--- src/rtl/stream_mux.sv ---
// stream_mux: N-channel valid/ready stream multiplexer with one registered
// output stage. Channel choice is either driven by `sel` (MODE=0) or by a
// round-robin arbiter (MODE=1).
module stream_mux #(
    parameter int WIDTH = 32,
    parameter int N     = 4,
    parameter int SEL_W = $clog2(N),
    parameter int MODE  = 0
) (
    input  logic               clk,
    input  logic               rst,
    input  logic [N*WIDTH-1:0] in_data,
    input  logic [N-1:0]       in_valid,
    output logic [N-1:0]       in_ready,
    input  logic [SEL_W-1:0]   sel,
    output logic [WIDTH-1:0]   out_data,
    output logic               out_valid,
    input  logic               out_ready,
    output logic [SEL_W-1:0]   out_src,
    output logic               sel_err
);

    localparam int             NM1   = N - 1;
    localparam logic [SEL_W:0] N_EXT = N[SEL_W:0];
    localparam logic [SEL_W-1:0] LAST = NM1[SEL_W-1:0];

    logic [SEL_W-1:0] ptr;
    logic             load_ok;
    logic             sel_ok;
    logic [N-1:0]     grant;
    logic [SEL_W-1:0] grant_idx;
    logic             grant_any;
    logic [WIDTH-1:0] grant_data;
    logic             xfer;
    logic             sel_err_next;

    assign load_ok      = !out_valid | out_ready;
    assign sel_ok       = ({1'b0, sel} < N_EXT);
    assign in_ready     = {N{load_ok & !rst}} & grant;
    assign xfer         = load_ok & grant_any;
    assign sel_err_next = (MODE == 0) && !sel_ok && (|in_valid) && load_ok;

    // Pick at most one channel: explicit select, or first valid from ptr onward.
    always_comb begin
        logic [SEL_W:0] sum;
        grant     = '0;
        grant_idx = '0;
        grant_any = 1'b0;
        sum       = '0;
        if (MODE == 0) begin
            if (sel_ok && in_valid[sel]) begin
                grant[sel] = 1'b1;
                grant_idx  = sel;
                grant_any  = 1'b1;
            end
        end else begin
            for (int unsigned k = 0; k < N; k++) begin
                // ptr < N always, so one conditional subtract gives (ptr + k) mod N
                sum = {1'b0, ptr} + (SEL_W+1)'(k);
                if (sum >= N_EXT) sum = sum - N_EXT;
                if (!grant_any && in_valid[sum[SEL_W-1:0]]) begin
                    grant[sum[SEL_W-1:0]] = 1'b1;
                    grant_idx             = sum[SEL_W-1:0];
                    grant_any             = 1'b1;
                end
            end
        end
    end

    // Route the granted channel's data towards the output register.
    always_comb begin
        grant_data = '0;
        for (int unsigned i = 0; i < N; i++) begin
            if (grant[i]) grant_data = in_data[i*WIDTH +: WIDTH];
        end
    end

    // Output register, error pulse and round-robin pointer.
    always_ff @(posedge clk or posedge rst) begin
        if (rst) begin
            out_data  <= '0;
            out_src   <= '0;
            out_valid <= 1'b0;
            sel_err   <= 1'b0;
            ptr       <= '0;
        end else begin
            sel_err <= sel_err_next;
            if (xfer) begin
                out_data  <= grant_data;
                out_src   <= grant_idx;
                out_valid <= 1'b1;
                if (MODE == 1) ptr <= (grant_idx == LAST) ? '0 : grant_idx + 1'b1;
            end else if (out_ready) begin
                out_valid <= 1'b0;
            end
        end
    end

endmodule

--- config.mk ---
export PLATFORM = sky130hd
export DESIGN_NAME = stream_mux
export DESIGN_NICKNAME = d
export VERILOG_FILES = /design/src/rtl/stream_mux.sv
export SDC_FILE = /design/constraint.sdc
export NUM_CORES = 1
export LEC_CHECK = 0
export ABC_AREA = 0
export CAP_MARGIN = 20
export CORE_MARGIN = 2
export CORE_UTILIZATION = 30
export CTS_BUF_LIST = sky130_fd_sc_hd__clkbuf_16
export DETAILED_ROUTE_END_ITERATION = 6
export PLACE_DENSITY_LB_ADDON = 0.15
export SYNTH_ARGS = -nofsm -noshare
export SYNTH_HDL_FRONTEND = slang
export SYNTH_SLANG_ARGS = --single-unit
export TNS_END_PERCENT = 20
--- constraint.sdc ---
create_clock -name clk -period 1.35 [get_ports clk]
set_input_delay 0.2025 -clock clk [delete_from_list [all_inputs] [get_ports clk]]
set_output_delay 0.2025 -clock clk [all_outputs]
set_load 0.02 [all_outputs]
==> results of run 1 <==
## cell families after synthesis
logic type | share of synthesized area, %
other | 0.174
AO/OA/AOI/OAI | 35.4
buffers and inverters | 7.18
AND/OR/NAND/NOR | 16.7
flip-flops | 40.5
## critical path: cells and delay by family, from the launching register on
kind,cells,cell delay [ns]
flip-flops,1,0.39
AND/OR/NAND/NOR,2,0.18
AO/OA/AOI/OAI,2,0.32
buffers and inverters,4,0.51
## cell usage in the layout, fill, tap and decap left out, drive strengths merged
master	instances
dlygate4sd2	37
clkdlybuf4s15	1
o2bb2ai	6
inv	3
nand2	40
clkdlybuf4s50	130
and3b	2
nor4	1
nor2	26
a221o	26
and3	1
or3b	1
o21ai	32
clkinv	1
nor3b	1
o41ai	1
a31oi	26
clkbuf	8
nand2b	1
nand3	1
buf	50
nor3	4
a21oi	6
a22oi	6
dfrtp	35
conb	1
a41oi	1
nand3b	2
nor2b	1
and2	1
## registers in the layout, indices dropped and copies added (netlist names)
register and cells:
out_data 32, out_src 2, out_valid 1
## cell type report
type / instances / share of cell area, %
clock inverters: 3 / 0.273
flip-flops and latches: 35 / 19.1
multi-input cells: 187 / 26.5
repair buffers: 221 / 48.6
clock buffers: 5 / 2.73
inverters: 1 / 0.0820
well taps: 96 / 2.62
## report_power, final
part           internal [mW]  switching, mW
clock                  0.665          0.398
combinational           1.04          0.926
sequential              1.30          0.127
total                   3.00           1.45
## metal layers
metal | share of wire (%) | global-route usage, % | up-vias
met5 | 0 | 0 | -
met1 | 39 | 25.0 | 1341
met2 | 53 | 40.3 | 102
li1 | - | - | 1350
met3 | 6.7 | 4.85 | 10
met4 | 1.3 | 6.34 | 0
## per-stage QoR
step | setup TNS, ns | setup slack (ns) | power, mW | hold WS (ns) | cells
global placement | -24.98 | -0.819 | 3.33 | 0.461 | 522
finish | -2.85 | -0.127 | 4.45 | 0.348 | 548
CTS | -3.01 | -0.135 | 4.43 | 0.336 | 546
detailed placement | -25.90 | -0.819 | 3.37 | 0.472 | 522
floorplan | -2.32 | -0.0792 | 2.28 | 0.352 | 249
global route | -4.00 | -0.157 | 4.71 | 0.364 | 548
## how the worst max path moves through the flow
stage	from	slack, ns	to
floorplan	sel[0]	-0.08	out_data[0]
global placement	sel[1]	-0.82	in_ready[0]
detailed placement	sel[1]	-0.82	in_ready[0]
CTS	out_valid	-0.13	out_data[13]
global route	out_valid	-0.16	out_data[19]
finish	out_valid	-0.13	out_data[6]
## what timing repair did
| item | CTS | global route |
|---|---|---|
| setup endpoints to repair | 74 | 37 |
| setup buffers | 11 | 1 |
| gates resized for setup | 98 | 17 |
| cloned | 5 | 2 |
| pin swaps | 6 | 2 |
==> impl_metrics.toml, run 1 <==
[synth]
synth_area_leaders = "dfrtp_1, a221o_1, a31oi_1"
synth_nets = 386
ys_seq_area_share_pct = 40.5
synth_top_area_share_pct = 40.5
async_reset_ff_share_pct = 100
synthFlopType = "dfrtp_1"
yosys-top-cells-count = "nand2_1, dfrtp_1, o21ai_0"
syn_inst = 249
synth_area_um2 = 2160
synth_most_common_cell = "nand2_1"
synth_cell_types = 29
syn_avg_cell_area_um2 = 8.68
synth_edf_count = 0
ys_ff_latch = 35
yosysTopAreaCell = "dfrtp_1"
ys_warn_count = 0

[worst_setup_path]
cp_cell_sequence = "nor2b_4 -> buf_6 -> a41oi_4 -> buf_12 -> buf_8 -> clkbuf_16 -> nor2_1 -> a31oi_1"
slowest_stage = "dfrtp_1"
cp.arrival_ns = 1.67
worstReg2RegEnd = "out_data[6]"
required_ns = 1.54
start_kind = "flop"
reg2reg_depth = 8
critPathMaxStageDelay_ns = 0.39
timing.rr.start = "out_valid"
critPathMaxFanout = 6
r2r_slack_ns = -0.13
critPathKind = "reg2reg"
critical_path.endpoint_type = "flop"

[floorplanning]
die_y_um = 88.9
core-area_um2 = 6870
num_io_pins = 177
num_rows = 30
start_util_pct = 31.5
dieWidth_um = 88.9
dieArea_um2 = 7900

[power]
p_leak_nw = 1.90
max-vdd-ir-drop_mv = 0.514
power_density_nw_per_um2 = 973

[global_route]
grt_usage_pct = 21.8
grt_pass1_wl_um = 13100
grt_max_degree = 27
grt_overflow_total = 0
antenna_found_initial = 0
grt_pass1_vias = 2672

[cells_and_area]
multiInputGateArea_um2 = 1210
fillers = 595
area_growth_pct = 112
drive_gt1_share_pct = 18.1
stdcell_area_um2 = 4580
nNetsFinal = 588
fin_util_pct = 66.6
diodes = 0
register_area_um2 = 876

[run_status]
violations = "negative setup slack"
status = "finished with violations"

[detailed_routing]
ant_nets = 0
drc = 0
num_vias = 2803
wirelength_um = 8990
wire_per_inst_um = 16.4
drtPass1Iterations = 4
drt_iter0_drc = 98
via_per_inst = 5.11

[clocking]
clock_path_buffers = 2
cts.sinks = 35
clk_latency_ns = 0.27
htree_levels = 2
cts-root-buf = "clkbuf_16"
cts_tree = "yes"
cts_made_buffers = 5
clkTransAtPathRegs_ns = 0.05
ctsHoldBuffers = 0

[timing]
rsz0062_at_grt = "yes"
fin_worst_skew_ns = 0.00235
finalSetupViolCount = 32
hold_violations = 0
setup_ws_ns = -0.127
finalCritPeriodShare_pct = 109
fmaxAchievable_ghz = 0.677
period_needed_ns = 1.48
report.final.slew_viol_count = 0

[place]
postPlaceCellArea_um2 = 4130
dp_hpwl_um = 6290
gp_congestion = 0.799
port_buffers = 175

[min_path]
min_to = "out_src[1]"
holdPathStages = 4
min_from = "sel[1]"
worst_hold_path_type = "in2reg"

[run]
maxCapViolCount = 0
Note: power is estimated with default switching activity, not from simulation.
==> run 2, diff against run 1 <==
- TNS_END_PERCENT: 20 -> 1
==> run 2 against run 1 <==
Net effect:
- the flow still finishes with violations (negative setup slack)
- count of clock-buffer cells in the layout unchanged
- cell count decreased by 1.8%
- maximum frequency increased by 5.9%
- register-to-register slack improved by 0.08 ns
- sequential share of layout area increased by 0.26 points
- combinational power decreased by 2%
- total power decreased by 0.44%
- clock skew about the same
- critical path depth decreased by 1
- critical path type unchanged
- critical endpoint is now out_data[18]
- largest power group unchanged
==> impl_metrics.toml, run 2 (synthesis gave the netlist of run 1 again) <==
[cells_and_area]
final_cell_mix = "clkdlybuf4s50_1, nand2_1, dlygate4sd2_1"
fillers = 600
nNetsFinal = 578
largestRegisters = "out_data (32), out_src (2), out_valid (1)"
final_common_cell = "clkdlybuf4s50_1"
largest_reg_flops = 32
regMostFlops = "out_data"
register_area_um2 = 876
instances_no_fill = 538
diodes = 0
area_growth_pct = 109
multiInputGateArea_um2 = 1180
drive_gt1_share_pct = 14.5

[run_status]
violations = "negative setup slack"
status = "finished with violations"

[worst_setup_path]
crit_buf_inv = 3
cpLargestDelayFamily = "flip-flops"
slowest_stage = "dfrtp_1"
reg2reg_depth = 7
critPathCapture = "out_data[18]"
timing.rr.start = "out_valid"
critical_path.endpoint_type = "flop"
cp.depth = 7
critPathMaxStageDelay_ns = 0.38
cp.arrival_ns = 1.58
cp_cell_sequence = "nor2b_4 -> a41oi_4 -> buf_6 -> buf_6 -> buf_12 -> nor2_1 -> a31oi_1"
worstReg2RegEnd = "out_data[18]"
start_kind = "flop"
critPathKind = "reg2reg"
critPathMaxFanout = 5
cpMostUsedCell = "buf_6"
required_ns = 1.54
r2r_slack_ns = -0.04
crit_path_start = "out_valid"

[place]
dp_hpwl_um = 6270
dp_slack_ns = -0.808
gp_congestion = 0.798
placedCellCount = 517
port_buffers = 175

[floorplanning]
start_util_pct = 31.5
die_y_um = 88.9
core-area_um2 = 6870
dieArea_um2 = 7900
num_io_pins = 177
num_rows = 30
dieWidth_um = 88.9

[timing]
period_needed_ns = 1.39
fmaxAchievable_ghz = 0.717
rsz0062_at_grt = "yes"
report.final.slew_viol_count = 0
fin_worst_skew_ns = 0.00268
fin_hold_ws_ns = 0.241
hold_violations = 0
finalSetupViolCount = 20
finalCritPeriodShare_pct = 103
setup_ws_ns = -0.0449

[detailed_routing]
wire_per_inst_um = 16.7
via_per_inst = 5.06
ant_nets = 0
num_vias = 2724
drt_iter0_drc = 70
wirelength_um = 9000
drtPass1Iterations = 4
drc = 0

[clocking]
cts-root-buf = "clkbuf_16"
clk_latency_ns = 0.28
cts_tree = "yes"
cts.sinks = 35
htree_levels = 2
clock_path_buffers = 2
clkTransAtPathRegs_ns = 0.05
cts_made_buffers = 5

[global_route]
grt_pass1_wl_um = 13500
grt_usage_pct = 22.3
grt_overflow_total = 0
grt_max_degree = 34
antenna_found_initial = 0
grt_pass1_vias = 2688

[power]
power_density_nw_per_um2 = 982
p_leak_nw = 1.87
max-vdd-ir-drop_mv = 0.502

[run]
maxCapViolCount = 0

[min_path]
worst_hold_path_type = "in2async"
[run 2: changes by cell type in the layout (fill, tap and decap cells not counted), moves of 2 or more]
cell           delta
buf_4             -9
buf_6             -6
buf_12            +5
nor2_1            +4
nor2_2            -4
a31oi_1           +2
a31oi_2           -2
clkbuf_16         -2
dlygate4sd2_1     +2
nand2_1           +2
nand2_2           -2
[run 2: worst min-delay path: cells and delay by family]
kind / cells / cell delay (ns)
buffers and inverters: 3 / 0.65
[run 2: power by group]
group / leakage [nW] / switching (mW) / total (mW) / internal (mW)
Clock: 0.0762 / 0.416 / 1.08 / 0.666
Sequential: 0.413 / 0.123 / 1.42 / 1.30
Combinational: 1.38 / 0.909 / 1.93 / 1.02
Total: 1.87 / 1.45 / 4.43 / 2.99
[run 2: per-stage QoR]
stage	TNS, ns	utilization, %	instance area, um^2	total power, mW
3_5_place_dp	-25.94	60.5	4160	3.38
5_1_grt	-2.01	65.7	4520	4.69
4_1_cts	-0.858	65.6	4510	4.45
2_1_floorplan	-2.32	-	2180	2.28
3_3_place_gp	-25.35	60.5	4160	3.35
6_report	-0.428	65.7	4520	4.43
[run 2: cell type report]
type,instances,area share (%)
clock buffer,5,2.77
inverter,1,0.0831
sequential,35,19.4
tap,96,2.66
multi-input combinational,187,26.1
timing repair buffer,211,48.7
clock inverter,3,0.277
[run 2: per-layer routing]
layer | wire length (um) | up-vias | GRT usage, %
li1 | - | 1320 | -
met1 | 3780 | 1278 | 27.6
met2 | 4460 | 114 | 38.7
met3 | 639 | 12 | 4.94
met4 | 125 | 0 | 6.89
met5 | 0 | - | 0
[run 2: worst min path at each step]
| stage | start | end |
|---|---|---|
| final | rst | out_data[4] |
| after global routing | rst | out_data[4] |
| after CTS | rst | out_data[14] |
| after detailed placement | out_src[1] | out_src[1] |
| after global placement | out_src[1] | out_src[1] |
| after floorplan | in_data[96] | out_data[0] |
[run 2: what timing repair did]
action,CTS,global route
setup buffers,8,0
cloned,5,0
endpoints found under the setup margin,74,30
gates resized for setup,90,9
hold buffers,0,0
pin swaps,3,1
